File: src/rtl/audio_ctrl_pkg.sv
// rtl/audio_ctrl_pkg.sv - shared encodings and widths for the audio path sequencer
package audio_ctrl_pkg;
   localparam int GAIN_W     = 9;
   localparam int GAIN_UNITY = 256;
   localparam int PCM_W      = 16;

   typedef enum logic [2:0] {
      ST_OFF       = 3'd0,
      ST_SETTLE    = 3'd1,
      ST_WAKE      = 3'd2,
      ST_RAMP_UP   = 3'd3,
      ST_RUN       = 3'd4,
      ST_RAMP_DOWN = 3'd5,
      ST_MUTED     = 3'd6
   } state_t;

   function automatic int max3(input int a, input int b, input int c);
      int m;
      m = (a > b) ? a : b;
      return (m > c) ? m : c;
   endfunction
endpackage

File: src/rtl/audio_path_sequencer_if.sv
// rtl/audio_path_sequencer_if.sv - PCM sample stream from the CIC and gain-scaled stream to I2S
interface audio_path_sequencer_if;
   import audio_ctrl_pkg::*;

   logic signed [PCM_W-1:0] pcm_in;
   logic                    pcm_in_valid;
   logic signed [PCM_W-1:0] pcm_out;
   logic                    pcm_out_valid;

   modport master (output pcm_in, output pcm_in_valid, input pcm_out, input pcm_out_valid);
   modport slave  (input pcm_in, input pcm_in_valid, output pcm_out, output pcm_out_valid);
endinterface

File: src/rtl/pcm_gain_stage.sv
// rtl/pcm_gain_stage.sv - registered signed gain multiply, floor shift and saturation
module pcm_gain_stage
   import audio_ctrl_pkg::*;
(
   input  logic                    clk,
   input  logic                    rst,
   input  logic signed [PCM_W-1:0] pcm_in,
   input  logic                    pcm_in_valid,
   input  logic [GAIN_W-1:0]       gain,
   output logic signed [PCM_W-1:0] pcm_out,
   output logic                    pcm_out_valid
);
   localparam int PROD_W = PCM_W + GAIN_W + 1;
   localparam int SHIFT  = $clog2(GAIN_UNITY);
   localparam logic signed [PROD_W-1:0] POS_MAX = PROD_W'((2 ** (PCM_W - 1)) - 1);
   localparam logic signed [PROD_W-1:0] NEG_MIN = PROD_W'(-(2 ** (PCM_W - 1)));

   logic signed [PROD_W-1:0] pcm_ext;
   logic signed [PROD_W-1:0] gain_ext;
   logic signed [PROD_W-1:0] product;
   logic signed [PROD_W-1:0] scaled;
   logic signed [PCM_W-1:0]  sat;

   assign pcm_ext  = {{(PROD_W - PCM_W){pcm_in[PCM_W-1]}}, pcm_in};
   assign gain_ext = {{(PROD_W - GAIN_W){1'b0}}, gain};
   assign product  = pcm_ext * gain_ext;
   assign scaled   = product >>> SHIFT;

   // Only gains above unity can overflow; kept as a guard.
   always_comb begin
      sat = scaled[PCM_W-1:0];
      if (scaled > POS_MAX)
         sat = POS_MAX[PCM_W-1:0];
      else if (scaled < NEG_MIN)
         sat = NEG_MIN[PCM_W-1:0];
   end

   always_ff @(posedge clk) begin
      if (rst) begin
         pcm_out       <= '0;
         pcm_out_valid <= 1'b0;
      end else begin
         pcm_out_valid <= pcm_in_valid;
         if (pcm_in_valid)
            pcm_out <= sat;
      end
   end
endmodule

File: src/rtl/audio_path_sequencer.sv
// rtl/audio_path_sequencer.sv - power-up sequencing, gain ramps and howl guard ahead of the I2S sample register
module audio_path_sequencer
   import audio_ctrl_pkg::*;
#(
   parameter int SETTLE_SAMPLES = 4096,
   parameter int WAKE_CYCLES    = 2500000,
   parameter int TARGET_GAIN    = 16,
   parameter int RAMP_DIV       = 16,
   parameter int CLIP_THRESH    = 30000,
   parameter int CLIP_COUNT     = 64
) (
   input  logic                   clk,
   input  logic                   rst,
   audio_path_sequencer_if.slave  bus,
   input  logic                   mute_req,
   output logic                   amp_sd,
   output logic [2:0]             state,
   output logic                   clip_flag,
   output logic [GAIN_W-1:0]      gain
);
   localparam int CNT_W  = $clog2(max3(SETTLE_SAMPLES, WAKE_CYCLES, RAMP_DIV) + 1);
   localparam int CLIP_W = $clog2(CLIP_COUNT + 1);
   localparam logic [CNT_W-1:0]  SETTLE_LAST = CNT_W'(SETTLE_SAMPLES - 1);
   localparam logic [CNT_W-1:0]  WAKE_LAST   = CNT_W'(WAKE_CYCLES - 1);
   localparam logic [CNT_W-1:0]  RAMP_LAST   = CNT_W'(RAMP_DIV - 1);
   localparam logic [CLIP_W-1:0] CLIP_LAST   = CLIP_W'(CLIP_COUNT - 1);

   state_t              state_q, state_d;
   logic [GAIN_W-1:0]   gain_q, gain_d, limit_q, limit_d, new_limit;
   logic [CNT_W-1:0]    cnt_q, cnt_d;
   logic [CLIP_W-1:0]   clip_run_q, clip_run_d;
   logic                clip_flag_q, clip_flag_d;
   logic                trig, guard_on, clip_hit, valid;
   logic signed [PCM_W:0] pcm_wide;
   logic [PCM_W:0]      mag;

   assign valid     = bus.pcm_in_valid;
   assign pcm_wide  = {bus.pcm_in[PCM_W-1], bus.pcm_in};
   assign mag       = pcm_wide[PCM_W] ? -pcm_wide : pcm_wide;
   assign clip_hit  = (mag >= (PCM_W + 1)'(CLIP_THRESH));
   assign guard_on  = (state_q == ST_RAMP_UP) || (state_q == ST_RUN);
   assign new_limit = ((limit_q >> 1) == '0) ? GAIN_W'(1) : (limit_q >> 1);

   always_ff @(posedge clk) begin
      if (rst) begin
         state_q     <= ST_OFF;
         gain_q      <= '0;
         limit_q     <= GAIN_W'(TARGET_GAIN);
         cnt_q       <= '0;
         clip_run_q  <= '0;
         clip_flag_q <= 1'b0;
      end else begin
         state_q     <= state_d;
         gain_q      <= gain_d;
         limit_q     <= limit_d;
         cnt_q       <= cnt_d;
         clip_run_q  <= clip_run_d;
         clip_flag_q <= clip_flag_d;
      end
   end

   always_comb begin
      state_d     = state_q;
      gain_d      = gain_q;
      limit_d     = limit_q;
      cnt_d       = cnt_q;
      clip_run_d  = clip_run_q;
      clip_flag_d = clip_flag_q;
      trig        = 1'b0;

      case (state_q)
         ST_OFF: state_d = ST_SETTLE;
         ST_SETTLE: begin
            if (valid) begin
               if (cnt_q == SETTLE_LAST) state_d = ST_WAKE;
               else                      cnt_d   = cnt_q + CNT_W'(1);
            end
         end
         ST_WAKE: begin
            if (cnt_q == WAKE_LAST) state_d = mute_req ? ST_MUTED : ST_RAMP_UP;
            else                    cnt_d   = cnt_q + CNT_W'(1);
         end
         ST_RAMP_UP: begin
            if (mute_req)
               state_d = ST_RAMP_DOWN;
            else if (gain_q >= limit_q)
               state_d = ST_RUN;
            else if (valid) begin
               if (cnt_q == RAMP_LAST) begin
                  cnt_d  = '0;
                  gain_d = gain_q + GAIN_W'(1);
                  if (gain_d >= limit_q) state_d = ST_RUN;
               end else
                  cnt_d = cnt_q + CNT_W'(1);
            end
         end
         ST_RUN: begin
            gain_d = limit_q;
            if (mute_req) state_d = ST_RAMP_DOWN;
         end
         ST_RAMP_DOWN: begin
            if (!mute_req)
               state_d = ST_RAMP_UP;
            else if (gain_q == '0)
               state_d = ST_MUTED;
            else if (valid) begin
               if (cnt_q == RAMP_LAST) begin
                  cnt_d  = '0;
                  gain_d = gain_q - GAIN_W'(1);
                  if (gain_d == '0) state_d = ST_MUTED;
               end else
                  cnt_d = cnt_q + CNT_W'(1);
            end
         end
         ST_MUTED: begin
            gain_d = '0;
            if (!mute_req) state_d = ST_RAMP_UP;
         end
         default: state_d = ST_OFF;
      endcase

      // Howl guard: a run of near-full-scale samples permanently halves the limit.
      if (!guard_on)
         clip_run_d = '0;
      else if (valid) begin
         if (!clip_hit)                   clip_run_d = '0;
         else if (clip_run_q == CLIP_LAST) trig       = 1'b1;
         else                             clip_run_d = clip_run_q + CLIP_W'(1);
      end

      if (trig) begin
         limit_d     = new_limit;
         clip_flag_d = 1'b1;
         clip_run_d  = '0;
         if (gain_d >= new_limit) begin
            gain_d = new_limit;
            if (state_d == ST_RAMP_UP) state_d = ST_RUN;
         end
      end

      if (state_d != state_q) cnt_d = '0;
   end

   pcm_gain_stage u_gain (
      .clk           (clk),
      .rst           (rst),
      .pcm_in        (bus.pcm_in),
      .pcm_in_valid  (bus.pcm_in_valid),
      .gain          (gain_q),
      .pcm_out       (bus.pcm_out),
      .pcm_out_valid (bus.pcm_out_valid)
   );

   assign amp_sd    = !((state_q == ST_OFF) || (state_q == ST_SETTLE));
   assign state     = state_q;
   assign clip_flag = clip_flag_q;
   assign gain      = gain_q;
endmodule
File: src/flat_wrapper.sv
// flat-port wrapper written by rule: the top's interface ports become plain ports
module audio_path_sequencer_flat import audio_ctrl_pkg::*;
#(
   parameter int SETTLE_SAMPLES = 4096,
   parameter int WAKE_CYCLES    = 2500000,
   parameter int TARGET_GAIN    = 16,
   parameter int RAMP_DIV       = 16,
   parameter int CLIP_THRESH    = 30000,
   parameter int CLIP_COUNT     = 64
)
  (clk, rst, mute_req, amp_sd, state, clip_flag, gain, bus_pcm_in, bus_pcm_in_valid, bus_pcm_out, bus_pcm_out_valid);
  audio_path_sequencer_if bus_i ();
  input  logic clk;
  input  logic rst;
  input  logic mute_req;
  output logic amp_sd;
  output logic [2:0] state;
  output logic clip_flag;
  output logic [GAIN_W-1:0] gain;
  input wire logic [$bits(bus_i.pcm_in)-1:0] bus_pcm_in;
  input wire logic [$bits(bus_i.pcm_in_valid)-1:0] bus_pcm_in_valid;
  output wire logic [$bits(bus_i.pcm_out)-1:0] bus_pcm_out;
  output wire logic [$bits(bus_i.pcm_out_valid)-1:0] bus_pcm_out_valid;
  assign bus_i.pcm_in = bus_pcm_in;
  assign bus_i.pcm_in_valid = bus_pcm_in_valid;
  assign bus_pcm_out = bus_i.pcm_out;
  assign bus_pcm_out_valid = bus_i.pcm_out_valid;
  audio_path_sequencer #(.SETTLE_SAMPLES(SETTLE_SAMPLES), .WAKE_CYCLES(WAKE_CYCLES), .TARGET_GAIN(TARGET_GAIN), .RAMP_DIV(RAMP_DIV), .CLIP_THRESH(CLIP_THRESH), .CLIP_COUNT(CLIP_COUNT)) u_core (.clk(clk), .rst(rst), .bus(bus_i), .mute_req(mute_req), .amp_sd(amp_sd), .state(state), .clip_flag(clip_flag), .gain(gain));
endmodule
File: config.mk
export PLATFORM = sky130hd
export DESIGN_NAME = audio_path_sequencer_flat
export DESIGN_NICKNAME = d
export VERILOG_FILES = /design/src/rtl/audio_ctrl_pkg.sv /design/src/rtl/audio_path_sequencer_if.sv /design/src/rtl/pcm_gain_stage.sv /design/src/rtl/audio_path_sequencer.sv /design/src/flat_wrapper.sv
export SDC_FILE = /design/constraint.sdc
export NUM_CORES = 1
export LEC_CHECK = 0
export ABC_AREA = 1
export CAP_MARGIN = 5
export CORE_UTILIZATION = 50
export DETAILED_ROUTE_END_ITERATION = 10
export PLACE_DENSITY = 0.75
export SLEW_MARGIN = 20
export SYNTH_ARGS = -nofsm -noshare
export SYNTH_HDL_FRONTEND = slang
export SYNTH_SLANG_ARGS = --single-unit
File: constraint.sdc
create_clock -name clk -period 24.2 [get_ports clk]
set_clock_uncertainty 0.1 [all_clocks]
set_input_delay 7.26 -clock clk [delete_from_list [all_inputs] [get_ports clk]]
set_output_delay 7.26 -clock clk [all_outputs]
set_load 0.02 [all_outputs]
==> run summary <==
area delta synth->final: 8.839%
DRT Pass-1 Iters: 5
htree depth: 3
io pins: 51
final hold vios: 0
PortBufs: 50
Critical Path Max Stage Delay: 0.81 ns
Lkg Pwr: 6.090 nW
Reg clk slew, reported paths: 0.06 ns
post-synthesis compound-gate area fraction: 0.09829
post-route ant nets: 0
gr usage total: 0.2533
Post-Synth XOR/XNOR Area: 0.03424
Ant. Diodes: 0
area post-placement: 11140 um2
Avg WL per Cell: 14.35 um
Synth Area in Adders: 0.3204
CORE AREA: 20430 um2
Die Wd: 146.8 um
cell taking the most area after synthesis: fa_1
via count: 9495
Die ar.: 21560 um2
max cap viols: 0
mux cell area share after synthesis: 0
Setup crit end kind: flop
global-route wire length before repair: 44300 um
Final Cell Area: 11420 um2
post-synth top area share: 0.2309
post-synthesis simple-gate area fraction: 0.2732
RSZ-0062 raised after global routing: no
Max FO, Critical Path: 15
post-CTS sizing: 0
Critical Path, Cell by Cell: clkdlybuf4s50_1 > nand2_1 > fa_1 > inv_1 > fa_1 > fa_1 > fa_1 > inv_1 > fa_1 > inv_1 > ha_1 > a21oi_1 > o21ai_0 > inv_1 > nor2_1 > a2111oi_0 > nand2_1 > xor2_1 > o21bai_1 > nand2_1 > a21oi_1
Sink Count: 64
sequential area share after synthesis: 0.1222
fin. max-slew vios: 0
# setup viols final: 0
status: completed
Synth Warn #: 0
Synth Register Bits: 64
Mean Syn Cell Area: 7.025 um2
Post-synth ARST share: 0
Worst Hold Class: flop to flop
WS Path Type: input port to flop
Yosys cell types: 56
Worst EP arrival: 13.83 ns
post-CTS setup repair buffer count: 0
Placer Congestion: 0.9414
Die Ht: 146.8 um
# rows: 52
WP data required: 24.36 ns
PD cells: 22.61 nW/um2
EDFF count, synth: 0
relative slew slack: 0.3310
number of global-route vias before repair: 9353
synth top area cells: fa_1, dfxtp_1, nand2_1
ys flop type: dfxtp_1
Final min period: 13.67 ns
total chip power: 0.2581 mW
Worst setup SP type: input port
Synthesized Nets: 1709
critical path's slowest cell: clkdlybuf4s50_1
total wire length: 25680 um
initial antenna violation count: 0
setup TNS: 0 ns
crit-path most repeated cell: fa_1
Starting Density: 0.5134
fill count: 1982
largest family of logic cells by synthesized area: adder cells
maximum vdd drop: 0.04067 mV
clk_lat worst skew: 0.33 ns
layout cells sized above 1: 0.07961
Iter 0 DRT Violations: 683
cell area after synthesis: 10490 um2
Syn Inst Count: 1493
Peak Freq: 0.07314 GHz
Via density: 5.304
nets: 1731
Clock Path Buffers: 2
CTS root buf: clkbuf_16
HPWL after DPL: 20190 um
largest net degree at the start of global routing: 28
final worst-path cycle share: 0.5650
# DRC: 0
CTS tree: yes
number of buffers created by CTS: 9
GR Overflow Total: 0
post-cts hold buffer count: 0
Slew @ Worst Pin: 1.001 ns
-- cell families after synthesis --
family	count (synthesis)
xor gates and xnor gates	41
AOI/OAI and AO/OA	186
adders and majority gates	196
buffers and inverters	402
DFF	64
and+or+nand+nor	604
-- metal layers --
metal | vias up | wire [um] | global-route usage
met5 | - | 0 | 0
met4 | 0 | 699 | 0.07135
met3 | 55 | 1991 | 0.04130
met2 | 365 | 11920 | 0.4258
met1 | 4464 | 11070 | 0.3356
li1 | 4611 | - | -
-- layout make-up --
| class | instances | area, um2 | share of cell area |
|---|---|---|---|
| Clock buffer | 11 | 242.7 | 0.02126 |
| Clock inverter | 5 | 32.53 | 0.002850 |
| Inverter | 352 | 1323 | 0.1158 |
| Multi-Input combinational cell | 1027 | 7616 | 0.6671 |
| Sequential cell | 64 | 1281 | 0.1122 |
| Tap cell | 270 | 337.8 | 0.02959 |
| Timing Repair Buffer | 61 | 583.1 | 0.05107 |
-- where the power goes --
group / switching (mW) / internal (mW) / leakage [nW]
Sequential: 0.00165 / 0.107 / 0.519
Clock: 0.0473 / 0.0716 / 0.128
Combinational: 0.0203 / 0.00999 / 5.44
Total: 0.0693 / 0.189 / 6.09
-- path summary, 6_finish.rpt --
| path | start | to | slack, ns | cells past startpoint |
|---|---|---|---|---|
| worst max register to register | u_core.gain[1] | u_core.u_gain.pcm_out[5] | 17.51 | 23 |
| worst min-delay path | u_core.clip_run_q[6] | u_core.clip_run_q[6] | 0.36 | 2 |
| worst min register to register | u_core.clip_run_q[6] | u_core.clip_run_q[6] | 0.36 | 2 |
| worst max-delay path | bus_pcm_in[11] | u_core.u_gain.pcm_out[5] | 10.53 | 21 |
-- sequential cells by signal, indices dropped and copies added (netlist names) --
register                     count
u_core.clip_flag                 1
u_core.state                     3
u_core.cnt_q                    22
u_core.u_gain.pcm_out_valid      1
u_core.u_gain.pcm_out           16
u_core.clip_run_q                7
u_core.gain                      9
u_core.limit_q                   5
-- cell usage in the layout (no fill, tap or decap), drive strengths merged, types with 7 or more instances in the layout --
cell / n
inv: 351
nand2: 343
fa: 121
nor2: 120
a21oi: 79
ha: 75
nand3: 73
o21ai: 71
dfxtp: 64
clkdlybuf4s50: 50
nor3: 30
xor2: 29
nand4: 18
xnor2: 12
buf: 11
clkbuf: 11
o21a: 7
-- stage by stage --
stage / setup slack (ns) / hold WS, ns / std cells / util
after floorplan: 11.21 / 0.3352 / 1493 / -
after global placement: 10.26 / 0.3454 / 1774 / 0.5453
after detailed placement: 10.25 / 0.3502 / 1774 / 0.5453
after CTS: 10.57 / 0.3586 / 1790 / 0.5588
after global routing: 10.02 / 0.4085 / 1790 / 0.5588
final: 10.53 / 0.3594 / 1790 / 0.5588
-- worst max-delay path: cells and delay by family --
family,cells,cell delay (ns)
simple gates,4,0.47
buf+inv,5,1.05
compound gates,5,1.81
xor+xnor,1,0.17
fa+ha+maj,6,3.04
-- cells in the mapped netlist (3+ instances only) --
library cell and number:
o211ai_1 5, nor4_1 5, nor2_1 82, nand3_1 65, nor3_1 23, nor3_2 5
ha_1 75, buf_1 4, nand4_1 17, clkbuf_1 25, buf_2 12, nor2_2 13
nand3b_1 4, a31oi_1 4, a211oi_1 3, o21ai_0 65, o21ai_1 5, or2_2 5
inv_1 331, xor2_1 29, o31ai_1 3, nand2_2 10, nand3_2 7, xnor2_1 12
o21a_1 7, nor2_4 24, buf_4 5, a21oi_1 77, fa_1 121, inv_2 20
nand2_1 332, dfxtp_1 64
(Power assumes the default switching activity.)
